[config.mk]
export PLATFORM = sky130hd
export DESIGN_NAME = ifid_hazard_ctrl
export DESIGN_NICKNAME = d
export VERILOG_FILES = /design/src/rtl/ifid_hazard_ctrl_pkg.sv /design/src/rtl/ifid_hazard_ctrl_perf_counter.sv /design/src/rtl/ifid_hazard_ctrl.sv
export SDC_FILE = /design/constraint.sdc
export NUM_CORES = 1
export LEC_CHECK = 0
export BUFFER_PORTS_ARGS = -buffer_cell sky130_fd_sc_hd__buf_4
export CAP_MARGIN = 15
export CORE_MARGIN = 2
export CORE_UTILIZATION = 25
export CTS_BUF_LIST = sky130_fd_sc_hd__clkbuf_16
export CTS_CLUSTER_DIAMETER = 30
export CTS_CLUSTER_SIZE = 20
export DETAILED_ROUTE_END_ITERATION = 12
export GPL_ROUTABILITY_DRIVEN = 1
export HOLD_SLACK_MARGIN = 0.12
export PLACE_DENSITY = 0.41
export SYNTH_ARGS = -nofsm -noshare
export SYNTH_HDL_FRONTEND = slang
export SYNTH_SLANG_ARGS = --single-unit
[constraint.sdc]
create_clock -name CLK -period 2.15 [get_ports CLK]
set_input_delay 0.43 -clock CLK [delete_from_list [all_inputs] [get_ports CLK]]
set_output_delay 0.43 -clock CLK [all_outputs]
set_load 0.03 [all_outputs]
[src/rtl/ifid_hazard_ctrl_pkg.sv]
// Shared types for the IF/ID hazard controller: FSM states and stall-cause codes.
package ifid_hazard_ctrl_pkg;

  typedef enum logic {
    RUN      = 1'b0,
    MEM_WAIT = 1'b1
  } state_t;

  localparam logic [1:0] CAUSE_NONE    = 2'd0;
  localparam logic [1:0] CAUSE_DCACHE  = 2'd1;
  localparam logic [1:0] CAUSE_LOADUSE = 2'd2;
  localparam logic [1:0] CAUSE_ICACHE  = 2'd3;

endpackage

[src/rtl/ifid_hazard_ctrl_perf_counter.sv]
// Free-running event counter that wraps modulo 2^CNT_W; clears on synchronous active-low reset.
module perf_counter #(
  parameter int CNT_W = 32
) (
  input  logic             CLK,
  input  logic             RESET,
  input  logic             en,
  output logic [CNT_W-1:0] count
);

  always_ff @(posedge CLK) begin
    if (!RESET) begin
      count <= '0;
    end else if (en) begin
      count <= count + CNT_W'(1);
    end
  end

endmodule

[src/rtl/ifid_hazard_ctrl.sv]
// Turns load-use, mispredict and cache-busy requests into IF/ID, ID/EX and PC controls,
// deferring a mispredict redirect while the D-cache holds the whole pipe.
module ifid_hazard_ctrl
  import ifid_hazard_ctrl_pkg::*;
#(
  parameter int MAX_WAIT = 255,
  parameter int CNT_W    = 32
) (
  input  logic             CLK,
  input  logic             RESET,
  input  logic             LoadUse_hazard,
  input  logic             Mispredict,
  input  logic [31:0]      Mispredict_target,
  input  logic             Icache_busy,
  input  logic             Dcache_busy,
  output logic             STALL_PC,
  output logic             STALL_IFID,
  output logic             FLUSH_IFID,
  output logic             STALL_IDEX,
  output logic             FLUSH_IDEX,
  output logic             Redirect_valid,
  output logic [31:0]      Redirect_PC,
  output logic [1:0]       Stall_cause,
  output logic [CNT_W-1:0] Stall_count,
  output logic [CNT_W-1:0] Flush_count,
  output logic             Timeout_err,
  output state_t           Fsm_state
);

  localparam int WAIT_W = $clog2(MAX_WAIT + 1);
  localparam logic [WAIT_W-1:0] WAIT_MAX = WAIT_W'(MAX_WAIT);

  state_t              state, state_next;
  logic                pend_valid, pend_valid_next;
  logic [31:0]         pend_pc, pend_pc_next;
  logic [WAIT_W-1:0]   wait_cnt, wait_cnt_next;
  logic                timeout_next;

  assign Fsm_state = state;

  always_ff @(posedge CLK) begin
    if (!RESET) begin
      state       <= RUN;
      pend_valid  <= 1'b0;
      pend_pc     <= '0;
      wait_cnt    <= '0;
      Timeout_err <= 1'b0;
    end else begin
      state       <= state_next;
      pend_valid  <= pend_valid_next;
      pend_pc     <= pend_pc_next;
      wait_cnt    <= wait_cnt_next;
      Timeout_err <= timeout_next;
    end
  end

  always_comb begin
    state_next      = state;
    pend_valid_next = pend_valid;
    pend_pc_next    = pend_pc;
    wait_cnt_next   = wait_cnt;
    timeout_next    = Timeout_err;
    case (state)
      RUN: begin
        if (Dcache_busy) begin
          state_next    = MEM_WAIT;
          wait_cnt_next = WAIT_W'(1);
          if (Mispredict) begin
            pend_valid_next = 1'b1;
            pend_pc_next    = Mispredict_target;
          end
        end
      end
      MEM_WAIT: begin
        if (Dcache_busy) begin
          if (wait_cnt < WAIT_MAX) wait_cnt_next = wait_cnt + WAIT_W'(1);
          if (wait_cnt >= WAIT_MAX) timeout_next = 1'b1;
          // EX is frozen, so a mispredict repeated while one is pending is the same branch.
          if (Mispredict && !pend_valid) begin
            pend_valid_next = 1'b1;
            pend_pc_next    = Mispredict_target;
          end
        end else begin
          state_next      = RUN;
          pend_valid_next = 1'b0;
        end
      end
      default: state_next = RUN;
    endcase
  end

  always_comb begin
    STALL_PC       = 1'b0;
    STALL_IFID     = 1'b0;
    FLUSH_IFID     = 1'b0;
    STALL_IDEX     = 1'b0;
    FLUSH_IDEX     = 1'b0;
    Redirect_valid = 1'b0;
    Redirect_PC    = '0;
    Stall_cause    = CAUSE_NONE;
    if (!RESET) begin
      FLUSH_IFID = 1'b1;
      FLUSH_IDEX = 1'b1;
    end else if (state == MEM_WAIT && Dcache_busy) begin
      STALL_PC    = 1'b1;
      STALL_IFID  = 1'b1;
      STALL_IDEX  = 1'b1;
      Stall_cause = CAUSE_DCACHE;
    end else if (state == MEM_WAIT && pend_valid) begin
      FLUSH_IFID     = 1'b1;
      FLUSH_IDEX     = 1'b1;
      Redirect_valid = 1'b1;
      Redirect_PC    = pend_pc;
    end else if (Mispredict && !Dcache_busy) begin
      FLUSH_IFID     = 1'b1;
      FLUSH_IDEX     = 1'b1;
      Redirect_valid = 1'b1;
      Redirect_PC    = Mispredict_target;
    end else if (Dcache_busy) begin
      STALL_PC    = 1'b1;
      STALL_IFID  = 1'b1;
      STALL_IDEX  = 1'b1;
      Stall_cause = CAUSE_DCACHE;
    end else if (LoadUse_hazard) begin
      // Load-use wins over I-cache: IF/ID holds its instruction rather than being bubbled.
      STALL_PC    = 1'b1;
      STALL_IFID  = 1'b1;
      FLUSH_IDEX  = 1'b1;
      Stall_cause = CAUSE_LOADUSE;
    end else if (Icache_busy) begin
      STALL_PC    = 1'b1;
      FLUSH_IFID  = 1'b1;
      Stall_cause = CAUSE_ICACHE;
    end
  end

  perf_counter #(.CNT_W(CNT_W)) u_stall_cnt (
    .CLK   (CLK),
    .RESET (RESET),
    .en    (STALL_PC),
    .count (Stall_count)
  );

  perf_counter #(.CNT_W(CNT_W)) u_flush_cnt (
    .CLK   (CLK),
    .RESET (RESET),
    .en    (Redirect_valid),
    .count (Flush_count)
  );

endmodule
Word-level counts from Yosys, hierarchy flattened
Index checks and enable logic that the tools add are counted.
{"block": "totals", "ff_bits": 107, "word_cells": 87}
{"block": "op_classes", "add_sub_neg": 3, "magnitude_cmp": 2, "eq_ne": 6, "n_mux": 58, "bitwise_logic": 1, "reduce_logical": 10}
{"operator": "2-to-1 mux 32 bit", "n": 8}
{"operator": "adder 32 x 1 -> 32 bit (second input constant)", "n": 2}
{"operator": "one-hot mux 32 bit (2 select lines)", "n": 1}
{"operator": "2-to-1 mux 1 bit", "n": 37}
{"operator": "2-to-1 mux 8 bit", "n": 3}
{"operator": "one-hot mux 8 bit (2 select lines)", "n": 1}
{"operator": "2-to-1 mux 2 bit", "n": 7}
{"operator": "AND reduction 3 bit", "n": 3}
{"operator": "adder 8 x 1 -> 8 bit (second input constant)", "n": 1}
{"operator": "greater-or-equal comparator 8 bit (second input constant)", "n": 1}
{"operator": "< comparator 8 bit (second input constant)", "n": 1}
{"operator": "!= test 2 bit (second input constant)", "n": 3}
{"operator": "logical AND 1 bit", "n": 4}
{"operator": "!= test 2 x 1 -> 1 bit (second input constant)", "n": 2}
{"operator": "AND reduction 4 bit", "n": 1}
{"operator": "!= test 3 x 2 -> 1 bit (second input constant)", "n": 1}
{"operator": "logical NOT 1 bit", "n": 2}
{"operator": "one-hot mux 1 bit (2 select lines)", "n": 1}
{"operator": "inverter 1 bit", "n": 1}

Longest topological paths before layout
Gate-level depths: netlist of run 1.
{"block": "depth", "depth_word": 7, "depth_mapped": 7, "ltp_nobuf": 5}

By module
A second synthesis of run 1 with hierarchy kept.
{"block": "hier_totals", "cells_unflattened": 668, "area_unflattened_um2": 5525.3}
{"mod": "ifid_hazard_ctrl", "instances": 1, "cells_each": 317, "area_per_inst_um2": 2467.4}
{"mod": "perf_counter at u_flush_cnt", "instances": 1, "cells_each": 176, "area_per_inst_um2": 1562.7}
{"mod": "perf_counter at u_stall_cnt", "instances": 1, "cells_each": 175, "area_per_inst_um2": 1495.2}

Worst setup path before layout of run 1
No wires, ideal clock.
{"block": "synth_path", "path_kind": "flip-flop to output port", "startpoint": "reg state (netlist: Fsm_state)", "endpoint": "out Redirect_PC[20]", "arrival_ps": 1895, "required_ps": 1720, "path_slack_ps": -175, "stages_incl_launch_ff": 7, "path_cell_list": "dfxtp_1 -> buf_2 -> and2_1 -> clkbuf_1 -> clkbuf_1 -> nand2_1 -> a21oi_1"}
{"block": "synth_between", "elab_chain_len": 4, "word_cells_on_any_way": 5, "cone_classes": "3 x mux; 2 x reduce/logical"}
{"item": "from (decl)", "line_no": "ifid_hazard_ctrl.sv:33", "rtl": "state_t state, state_next;"}
{"item": "from (signal assigned)", "line_no": "ifid_hazard_ctrl.sv:49", "rtl": "state <= state_next;"}
{"item": "logical AND 1 bit", "line_no": "ifid_hazard_ctrl.sv:109", "rtl": "end else if (state == MEM_WAIT && pend_valid) begin"}
{"item": "2-to-1 mux 32 bit", "line_no": "ifid_hazard_ctrl.sv:109"}
{"item": "2-to-1 mux 32 bit (*)", "line_no": "ifid_hazard_ctrl.sv:104", "rtl": "end else if (state == MEM_WAIT && Dcache_busy) begin"}
{"item": "2-to-1 mux 32 bit (*)", "line_no": "ifid_hazard_ctrl.sv:101", "rtl": "if (!RESET) begin"}
{"item": "to (decl)", "line_no": "ifid_hazard_ctrl.sv:22", "rtl": "output logic [31:0] Redirect_PC,"}
Mark *: on every way between the ends. The rest lies on a longest branch, timed or not.

Worst setup path after layout of run 1
{"block": "layout_path", "startpoint": "reg state (netlist: Fsm_state)", "endpoint": "out Redirect_PC[23]"}
The elaborated chain is that of the path after synthesis.

==> impl.org, run 1 <==
** Critical path
- Cell family with the largest share of critical-path delay :: flip-flops
- The largest single stage delay on the critical path is 0.37 ns.
- CP max stage cell :: sky130_fd_sc_hd__dfxtp_4
- STA puts the critical path data arrival time at 1.63 ns.
- Traced cell by cell, the critical path runs through and2_2 -> buf_8 -> a22oi_1 -> nor2_2 -> buf_4.
- The critical path contains buffers and inverters numbering 2 combined.
- Worst-path fanout max :: 25
- By startpoint and endpoint, the worst setup path is classified as reg -> out.
- Kind of end point of the critical path :: primary output
- For the worst setup path, the data required time is 1.72 ns.
- Critical Path Source Type :: flop

** Logic synthesis
- Counting flops with a built-in enable in the synthesized netlist gives 0.
- List of most frequent post-synthesis cells :: 117 x sky130_fd_sc_hd__nand2_1, 107 x sky130_fd_sc_hd__dfxtp_1, 84 x sky130_fd_sc_hd__a21oi_1, 47 x sky130_fd_sc_hd__nor2_1, 39 x sky130_fd_sc_hd__clkbuf_1
- Yosys reg bits :: 107
- Leading cell types by total area after synthesis :: sky130_fd_sc_hd__dfxtp_1 40%, sky130_fd_sc_hd__nand2_1 8.2%, sky130_fd_sc_hd__a21oi_1 7.9%, sky130_fd_sc_hd__o31ai_1 3.9%, sky130_fd_sc_hd__or4_1 3.6%
- Most common cell in the synthesized netlist :: sky130_fd_sc_hd__nand2_1
- Area leader, netlist :: sky130_fd_sc_hd__dfxtp_1
- YS warnings :: 0
- Sequential share of the synthesized area :: 0.400
- Post-Synthesis Mean Instance Area :: 7.80 um^2
- The most used flip-flop cell after synthesis is sky130_fd_sc_hd__dfxtp_1.
- Post-synthesis cell type count :: 45
- Synthesis handed over a netlist of 686 instances.
- Of the post-synthesis cell area, the dominant cell type holds 0.400.
- The number of nets in the synthesized netlist is 727.
- Synth Cell Area :: 5350 um^2
- Fraction of synthesis flops using an asynchronous set or reset pin :: 0

** Finish
- Footprint of the flip-flops and latches :: 2150 um^2
- Of the cells placed in the final design, the portion with a size suffix greater than 1 is 0.291.
- Fin util :: 0.347
- Fill cells :: 2,217
- Nets :: 861
- Growth of design area from synthesis to finish :: 36.4%
- Antenna diodes :: 0
- Multi-input combinational cell area :: 3080 um^2

** Global routing
- Global-route wire length before repair :: 27,700 um
- For this run, the total global-route usage over all layers was measured as 0.152.
- Largest net degree at the start of global routing :: 65
- The number of antenna violations at the first check in global routing is 0.
- The number of global-route vias before repair was 5,440.
- Leftover overflow at the end of global routing :: 0

** Status
- Outcome :: completed

** Clocking
- Clock buffer count from CTS :: 9
- CTS tree :: yes
- For this design, the sink count on the clock tree is 107.
- Clock network latency to the later pin of the worst-skew pair :: 0.36 ns
- Clock-pin slew was measured on the worst setup and hold paths at 0.07 ns.
- The longest clock path from root to sink contains 2 buffers.
- The H-tree was split into 3 levels.
- The cell sitting at the root of the clock tree is a sky130_fd_sc_hd__clkbuf_16.
- Number of post-CTS setup repair buffers :: 0

** STA
- Max-slew violation total from the final report :: 0
- Transition at the pin with the smallest max-transition slack :: 0.920 ns
- The worst pin sits at a relative slew slack of 0.386.
- The worst path in the final design needs a cycle of 2.06 ns, including I/O delays and setup.
- Of the available clock period, the critical path in the final layout requires 0.959.
- RSZ-0062 raised after global routing :: false
- Summed negative setup slack over all endpoints :: 0 ns
- Clock Skews :: 0.00903 ns
- Setup violations remaining at the end of the flow were counted as 0.
- Max Fclk :: 0.485 GHz
- Setup slack on the critical path of the routed design comes to 0.0887 ns.
- Final Hold Viols :: 0

** Worst hold path
- The path class of the tightest hold or removal check is in -> reg.

** Drt
- Antenna-violating nets left :: 0
- The first routing iteration left 261 violations.
- The routed design has 17,000 um of wire.
- Dividing the detail-routed wire length by the instance count gives 15.5 um.
- After detailed routing, the number of remaining DRC violations is 0.
- Total via count after detailed routing :: 5,571
- The first TritonRoute pass finished after 5 iterations.
- Average vias per placed instance :: 5.06

** Placement
- Port buffer count :: 143
- Worst slack, placed :: 0.0333 ns
- Detailed Place HPWL :: 12,100 um
- Routability-driven placement finished with a final weighted congestion of 0.747.

** Power
- Power density relative to cell area :: 582 nW/um^2
- Leak pwr :: 0.00267 uW
- Final Power :: 4250 uW
- VDD sags by at most 390 uV.

** Die
- Overall die height :: 150 um
- For this design the top-level I/O count stands at 144.
- For this configuration, the core starts out at a cell density of 0.254.
- The initialized floorplan defines 53 standard-cell rows.
- Die width :: 150 um
- Placeable core area :: 21,000 um^2
- Die Area :: 22,600 um^2

** Job
- Number of maximum-capacitance constraint violations :: 0
## through the flow
step | cells | area (um^2) | hold WS, ns
after floorplan | 686 | 5470 | 0.437
after global placement | 1084 | 6960 | 0.443
after detailed placement | 1084 | 6960 | 0.451
after CTS | 1100 | 7280 | 0.314
after global routing | 1100 | 7300 | 0.325
final | 1100 | 7300 | 0.330
## per-layer routing
layer,wire length (um),vias to the layer above,share of wire,track usage
li1,-,2754,-,-
met1,8020,2646,0.47,0.200
met2,7760,152,0.46,0.244
met3,957,19,0.056,0.0336
met4,295,0,0.017,0.0524
met5,0,-,0,0
## power breakdown
part | internal (uW) | total [uW] | switching (uW)
Clock | 902 | 1700 | 794
Combinational | 193 | 496 | 303
Sequential | 2020 | 2050 | 32.6
Total | 3120 | 4250 | 1130
## kinds of logic (layout without fill, tap and decap cells)
group,Yosys count,in the layout,share of synthesized area
xor gates and xnor gates,10,10,0.0164
adders and majority gates,3,3,0.00702
buffers and inverters,67,206,0.0519
and+or+nand+nor,303,303,0.285
DFF,107,107,0.400
AOI/OAI and AO/OA,183,183,0.215
muxes,13,13,0.0243
## sequential cells by signal, summed over array words and instances, names as in the netlist
register,count
pend_pc,32
u_flush_cnt.count,32
u_stall_cnt.count,32
wait_cnt,8
Fsm_state,1
Timeout_err,1
pend_valid,1
## path summary, 6_finish.rpt
path / start / to / slack [ns] / cells after the start
worst min-delay path: Mispredict_target[15] / pend_pc[15] / 0.33 / 3
worst min register to register: pend_pc[20] / pend_pc[20] / 0.46 / 2
worst max-delay path: Fsm_state / Redirect_PC[23] / 0.09 / 5
worst max register to register: Fsm_state / pend_pc[9] / 0.21 / 5
## worst reg2reg max path: cells and delay by family (launching register included)
kind	cells	cell delay (ns)
buffers and inverters	1	0.33
DFF	1	0.37
and+or+nand+nor	3	1.04
AOI/OAI and AO/OA	1	0.12
## what timing repair did
action	4_1_cts	5_1_grt
gates resized for setup	8	7
hold buffers	0	0
endpoints found under the setup margin	37	37
## area by class of cell
cell class | instances | share of cell area
Timing Repair Buffer | 177 | 0.190
Tap cell | 275 | 0.0471
Sequential cell | 107 | 0.294
Clock buffer | 9 | 0.0309
Inverter | 13 | 0.00669
Clock inverter | 7 | 0.00926
Multi-Input combinational cell | 512 | 0.421
## layout by cell type (no fill, tap or decap), types with 5 or more instances in the layout
master                      instances
sky130_fd_sc_hd__o31ai_1           28
sky130_fd_sc_hd__o21ai_0           15
sky130_fd_sc_hd__a22oi_1           25
sky130_fd_sc_hd__clkbuf_16          9
sky130_fd_sc_hd__nor2_1            23
sky130_fd_sc_hd__dfxtp_1          105
sky130_fd_sc_hd__xnor2_1            8
sky130_fd_sc_hd__buf_4            171
sky130_fd_sc_hd__and4_1             8
sky130_fd_sc_hd__nand2b_1          15
sky130_fd_sc_hd__nand4_1           15
sky130_fd_sc_hd__a21oi_2            5
sky130_fd_sc_hd__or4_1             26
sky130_fd_sc_hd__nor2_2            24
sky130_fd_sc_hd__a211oi_1           7
sky130_fd_sc_hd__mux2i_1           13
sky130_fd_sc_hd__inv_1             12
sky130_fd_sc_hd__nand2_1          116
sky130_fd_sc_hd__a21oi_4            5
sky130_fd_sc_hd__nor4_1            12
sky130_fd_sc_hd__and3_1             8
sky130_fd_sc_hd__nand3_1           28
sky130_fd_sc_hd__a21oi_1           75
sky130_fd_sc_hd__or3_1             11
(Power assumes the default switching activity.)
==> run 2, diff against run 1 <==
--- a/config.mk
+++ b/config.mk
@@ -7,6 +7,8 @@
 export LEC_CHECK = 0
 export BUFFER_PORTS_ARGS = -buffer_cell sky130_fd_sc_hd__buf_4
 export CAP_MARGIN = 15
+export CELL_PAD_IN_SITES_DETAIL_PLACEMENT = 1
+export CELL_PAD_IN_SITES_GLOBAL_PLACEMENT = 2
 export CORE_MARGIN = 2
 export CORE_UTILIZATION = 25
 export CTS_BUF_LIST = sky130_fd_sc_hd__clkbuf_16
@@ -15,7 +17,7 @@
 export DETAILED_ROUTE_END_ITERATION = 12
 export GPL_ROUTABILITY_DRIVEN = 1
 export HOLD_SLACK_MARGIN = 0.12
-export PLACE_DENSITY = 0.41
+export PLACE_DENSITY = 0.66
 export SYNTH_ARGS = -nofsm -noshare
 export SYNTH_HDL_FRONTEND = slang
 export SYNTH_SLANG_ARGS = --single-unit
==> impl.org, run 2 (synthesis results as in run 1) <==
** Drt
- After detailed routing, the number of vias per cell comes to 5.16.
- Wirelength, routed :: 18,800 um
- Total via count after detailed routing :: 5,654
- Number of DRC violations after detailed routing :: 0
- Detailed-route wire length per cell :: 17.1 um
- Detailed-router iteration count before antenna repair :: 4
- The detailed router finished its first iteration with 239 violations.
- Antenna-violating nets left :: 0

** Die
- In this run the vertical extent of the chip is 150 um.
- Placeable core area :: 21,000 um^2
- Measured along the x axis, the die boundary spans 150 um.
- Row count :: 53
- Die Area :: 22,600 um^2
- Starting utilization of the core area :: 0.254
- IO Count :: 144

** Critical path
- STA classifies the critical path endpoint as a primary output.
- STA puts the critical path data arrival time at 1.68 ns.
- The critical path starts at Fsm_state.
- Worst r2r src :: u_flush_cnt.count[0]
- The critical path in this run is classified as reg -> out.
- Critical Path Source Type :: flop
- Required time at the worst-slack endpoint :: 1.72 ns
- Worst-path fanout max :: 13

** Clocking
- Buffers inserted during clock tree synthesis total 9.
- CTS tree :: yes
- After clock tree synthesis, the clock-pin slew on the worst setup and hold paths is 0.07 ns.
- Maximum level of the CTS H-tree :: 3
- For this design, the sink count on the clock tree is 107.
- The tree is rooted in a sky130_fd_sc_hd__clkbuf_16.
- Longest Clk Path Bufs :: 2
- Clock network latency to the later pin of the worst-skew pair :: 0.35 ns

** Worst hold path
- Hold WC Path Type :: in -> reg
- Min-Delay Startpoint :: Mispredict_target[11]

** Placement
- Detailed placement ended at an HPWL of 13,000 um.
- In this run the tool buffered the top-level ports with 143 buffer cells.
- Summing all placed instances gives a cell area of 6900 um^2.
- Placer Congestion :: 0.749
- Prior to clock tree synthesis, the placed netlist has a worst setup slack of 0.0776 ns.

** Finish
- Fill cells :: 2,471
- Leaving out fill and tap cells, the most frequent cell in the layout is sky130_fd_sc_hd__buf_4.
- Of the cells placed in the final design, the portion with a size suffix greater than 1 is 0.284.
- At the end of the flow, the number of nets in the layout was 856.
- Leaving out fill and tap cells, the most frequent cells in the layout are 165 x sky130_fd_sc_hd__buf_4, 116 x sky130_fd_sc_hd__nand2_1, 105 x sky130_fd_sc_hd__dfxtp_1, 75 x sky130_fd_sc_hd__a21oi_1.
- The largest registers in the layout are pend_pc: 32 flops, u_flush_cnt.count: 32 flops, u_stall_cnt.count: 32 flops.
- Antenna diodes :: 0
- Relative to the synthesized area, the layout overhead comes to 36.0%.
- Summing all non-filler instances in the final layout gives an area of 7270 um^2.

** STA
- Final Critical Period :: 2.11 ns
- Final Hold Viols :: 0
- Setup repair after global routing could not meet its margin everywhere.
- Count of endpoints failing setup in the final report :: 0
- The number of slew-limit violations in the final report came to 0.
- On the final layout, the worst clock skew is 0.00883 ns.
- Setup WS post-layout :: 0.0377 ns
- Transition at the pin with the smallest max-transition slack :: 0.560 ns
- Final worst path period share :: 0.982
- For this run, the top clock speed supported by timing is 0.473 GHz.
- In this run the tightest slew margin relative to its limit is 0.623.

** Job
- The tool flagged a number of max-cap violations equal to 0.

** Global routing
- Antenna violations before repair :: 0
- The first global-routing pass estimated 30,000 um of wire.
- For this run, the total global-route usage over all layers was measured as 0.165.
- After global routing the overflow that remains totals 0.
- The number of global-route vias before repair was 5,745.
- Largest net degree at the start of global routing :: 85

** Status
- The flow ran to the end, and the final reports show no timing, DRC or antenna violations.

** Power
- Power spread over the standard cell area amounts to 580 nW/um^2.
- VDD sags by at most 312 uV.
- In this run the static leakage power is 0.00266 uW.
## run 2: repair_timing
action                                 4_1_cts  5_1_grt
pin swaps                                    0        3
gates resized for setup                      5       12
buffers inserted                             0        0
setup endpoints to repair                   37       37
gates cloned                                 0        2
endpoints found under the hold margin        0        0
hold buffers                                 0        0
## run 2: path summary, 6_finish.rpt
kind                            slack (ns)  depth (start not counted)                     to
worst max-delay path                  0.04                          6        Redirect_PC[23]
worst min-delay path                  0.33                          3            pend_pc[11]
worst max register to register        0.16                          6  u_flush_cnt.count[26]
worst min register to register        0.46                          2             pend_pc[8]
## run 2: cell type report
cell class | instances | area (um^2) | area share
Clock buffer | 9 | 225 | 0.0310
Clock inverter | 7 | 53.8 | 0.00740
Inverter | 13 | 48.8 | 0.00671
Multi-Input combinational cell | 512 | 3070 | 0.423
Sequential cell | 107 | 2150 | 0.295
Tap cell | 275 | 344 | 0.0473
Timing Repair Buffer | 172 | 1380 | 0.190
## run 2: worst max-delay path, stage by stage (launching register included)
cell,delay (ns)
sky130_fd_sc_hd__dfxtp_4,0.38
sky130_fd_sc_hd__a21oi_2,0.14
sky130_fd_sc_hd__and2_4,0.20
sky130_fd_sc_hd__buf_12,0.15
sky130_fd_sc_hd__a22oi_1,0.08
sky130_fd_sc_hd__nor2_2,0.20
sky130_fd_sc_hd__buf_6,0.16
## run 2: stage by stage
stage,util,hold slack [ns],setup TNS [ns],total power [uW],instances
floorplan,-,0.437,-0.969,2380,686
detailed placement,0.328,0.452,0,2600,1077
global route,0.346,0.323,-0.0810,4440,1095
global placement,0.328,0.442,0,2580,1077
CTS,0.342,0.318,0,4270,1093
finish,0.346,0.332,0,4220,1095
## run 2: per-layer routing
layer,share of wire,vias up,wire length [um],global-route usage
li1,-,2750,-,-
met5,0,-,0,0
met4,0.011,0,204,0.0382
met3,0.043,10,801,0.0388
met1,0.46,2790,8650,0.211
met2,0.48,104,9090,0.283
## run 2: power by group
| part | internal (uW) | leakage, uW | switching, uW |
|---|---|---|---|
| sequential | 2020 | 0.000868 | 36.7 |
| combinational | 192 | 0.00164 | 312 |
| clock | 884 | 0.000152 | 772 |
==> run 3, diff against run 2 <==
--- a/config.mk
+++ b/config.mk
@@ -17,7 +17,7 @@
 export DETAILED_ROUTE_END_ITERATION = 12
 export GPL_ROUTABILITY_DRIVEN = 1
 export HOLD_SLACK_MARGIN = 0.12
-export PLACE_DENSITY = 0.66
+export PLACE_DENSITY = 0.76
 export SYNTH_ARGS = -nofsm -noshare
 export SYNTH_HDL_FRONTEND = slang
 export SYNTH_SLANG_ARGS = --single-unit
==> impl.org, run 3 (synthesis results as in run 1) <==
** Power
- Summed over all cells, the static leakage comes to 0.00267 uW.
- In this run the power density over the cells is 594 nW/um^2.
- The worst-case IR drop observed on VDD is 436 uV.

** Die
- Starting utilization of the core area :: 0.254
- The die is 150 um wide.
- Measured along the y axis, the die boundary spans 150 um.
- In this run the standard cell core region covers 21,000 um^2.
- In this run the core area contains 53 standard-cell rows.
- The floorplan step defined a die boundary enclosing 22,600 um^2.
- Pin placement for this block handled 144 I/O pins.

** Critical path
- The worst setup path is of the reg -> out kind.
- Data arrival time at the worst-slack endpoint :: 1.62 ns
- Delay of the slowest cell on the worst path :: 0.39 ns
- Of all nets on the critical path, the largest fanout is 33.
- Cell family with the largest share of critical-path delay :: flip-flops
- The worst setup path is launched from a flop.
- Required time at the worst-slack endpoint :: 1.72 ns
- Slack of the worst reg-to-reg path :: 0.22 ns
- The startpoint identified for the worst register-to-register timing path is u_flush_cnt.count[1].
- Kind of end point of the critical path :: primary output
- Setup crit start :: pend_valid
- Critical path buffers and inverters :: 2
- Worst path cell trace :: and2_1 -> buf_12 -> nand2_1 -> a21oi_4 -> buf_4
- On the critical path, the stage with the largest delay is an instance of sky130_fd_sc_hd__dfxtp_2.

** STA
- Final Critical Period :: 2.05 ns
- The final hold violation count was 0.
- Setup violations remaining at the end of the flow were counted as 0.
- Clock Skews :: 0.0123 ns
- The number of slew-limit violations in the final report was 0.
- Transition at the pin with the smallest max-transition slack :: 0.447 ns
- In the finished design, the share of the clock period the worst path needs comes to 0.956.
- Based on the critical path, the design can be clocked at up to 0.487 GHz.
- Max transition margin :: 0.699
- The worst path meets setup with 0.0950 ns of slack.

** Drt
- DR WL met2 :: 8320 um
- Met3 routed WL :: 1130 um
- Wirelength, routed :: 17,800 um
- In the routed layout, each cell is associated on average with a via count of 5.03.
- Total via count after detailed routing :: 5,508
- Number of DRC violations after detailed routing :: 0
- Top routing layer in use :: met4
- The detailed router put a total of 8170 um of wire on met1.
- Number of design-rule violations left by the first detailed-router iteration :: 208
- The first detailed-routing pass took 4 iterations.
- Detailed-route wire length per cell :: 16.2 um
- The detail route stage leaves a number of antenna-violating nets equal to 0.

** Finish
- Top Registers :: pend_pc: 32 flops, u_flush_cnt.count: 32 flops, u_stall_cnt.count: 32 flops
- Multi-input combinational cell area :: 3080 um^2
- After the flow finishes, the layout carries non-filler instances totaling 1,095.
- Growth of design area from synthesis to finish :: 36.7%
- Leading cell type in the layout, fill and taps excluded :: sky130_fd_sc_hd__buf_4
- In the final layout, flip-flops and latches occupy 2150 um^2.
- Most used cells in the layout excluding fill and tap cells :: 167 x sky130_fd_sc_hd__buf_4, 117 x sky130_fd_sc_hd__nand2_1, 104 x sky130_fd_sc_hd__dfxtp_1, 75 x sky130_fd_sc_hd__a21oi_1
- Post-route cell area :: 7310 um^2
- Share of final-layout standard cells stronger than drive strength 1 :: 0.288
- The repair_antennas step left the layout with diodes totalling 0.
- Fin util :: 0.348
- The final layout contains 858 nets.
- The layout has 2,510 filler cells.

** Placement
- Cell area reported after detailed placement :: 6950 um^2
- At the placement stage, the worst setup path has a slack of 0.0625 ns.
- Port buffering added 143 buffers.
- The congestion estimate from routability-driven global placement came to 0.706.
- Detailed Place HPWL :: 12,400 um
- Number of placed instances, taps included :: 1,080

** Status
- The run finished with clean final reports.

** Global routing
- Global-route wire length before repair :: 28,900 um
- Antenna violations before repair :: 0
- Largest net degree at the start of global routing :: 64
- Leftover overflow at the end of global routing :: 0
- Tot GR Track Use :: 0.158
- The number of global-route vias before repair is 5,582.

** Job
- Across the run, the number of max-cap violations was 0.

** Clocking
- The clock passes through at most 2 buffers.
- The root buffer cell chosen for the clock tree is sky130_fd_sc_hd__clkbuf_16.
- TritonCTS built the clock tree.
- Clock network latency to the later pin of the worst-skew pair :: 0.35 ns
- Clock buffer count from CTS :: 9
- The clock tree synthesis step divided the H-tree into 3 levels.
- After clock tree synthesis, the clock-pin slew on the worst setup and hold paths is 0.08 ns.
- Counting every sink on the clock net gives 107.

** Worst hold path
- The tightest min-delay check is of the in -> reg type.
- The worst hold path begins at Mispredict_target[10].
## run 3: path summary, 6_finish.rpt
kind	endpoint	depth (start not counted)
worst max-delay path	Redirect_PC[25]	5
worst min-delay path	pend_pc[10]	3
worst max register to register	u_flush_cnt.count[26]	6
worst min register to register	pend_pc[4]	2
## run 3: worst reg2reg max path, stage by stage (launching register included)
cell and delay [ns]:
sky130_fd_sc_hd__dfxtp_2 0.37, sky130_fd_sc_hd__ha_1 0.18, sky130_fd_sc_hd__nand3_1 0.16, sky130_fd_sc_hd__or3_1 0.35
sky130_fd_sc_hd__buf_4 0.19, sky130_fd_sc_hd__or4_1 0.48, sky130_fd_sc_hd__a21oi_1 0.15
## run 3: repair_timing
item | 4_1_cts | 5_1_grt
buffers inserted | 0 | 0
hold buffers | 0 | 0
pin swaps | 0 | 2
gates cloned | 0 | 1
endpoints found under the setup margin | 38 | 28
resized for setup | 6 | 8
## run 3: report_power, final
part | total (uW) | internal [uW] | switching, uW | leakage (uW)
sequential | 2050 | 2020 | 32.5 | 0.000868
combinational | 503 | 194 | 310 | 0.00165
clock | 1780 | 1010 | 773 | 0.000149
total | 4340 | 3230 | 1120 | 0.00267
## run 3: cell type report
type,count,area share
clock buffer,9,0.0308
clock inverter,5,0.0109
inverter,13,0.00667
multi-input combinational,512,0.421
sequential,107,0.294
tap,275,0.0470
timing repair buffer,174,0.190
## run 3: metal layers
layer  track usage  vias up
li1              -     2744
met1         0.202     2643
met2         0.265      111
met3        0.0461       10
met4        0.0325        0
met5             0        -
## run 3: through the flow
stage                 TNS [ns]  hold slack [ns]  total power [uW]
finish                       0            0.327              4340
global route        -0.0000877            0.326              4550
CTS                          0            0.316              4410
detailed placement           0            0.451              2600
global placement             0            0.443              2590
floorplan               -0.969            0.437              2380
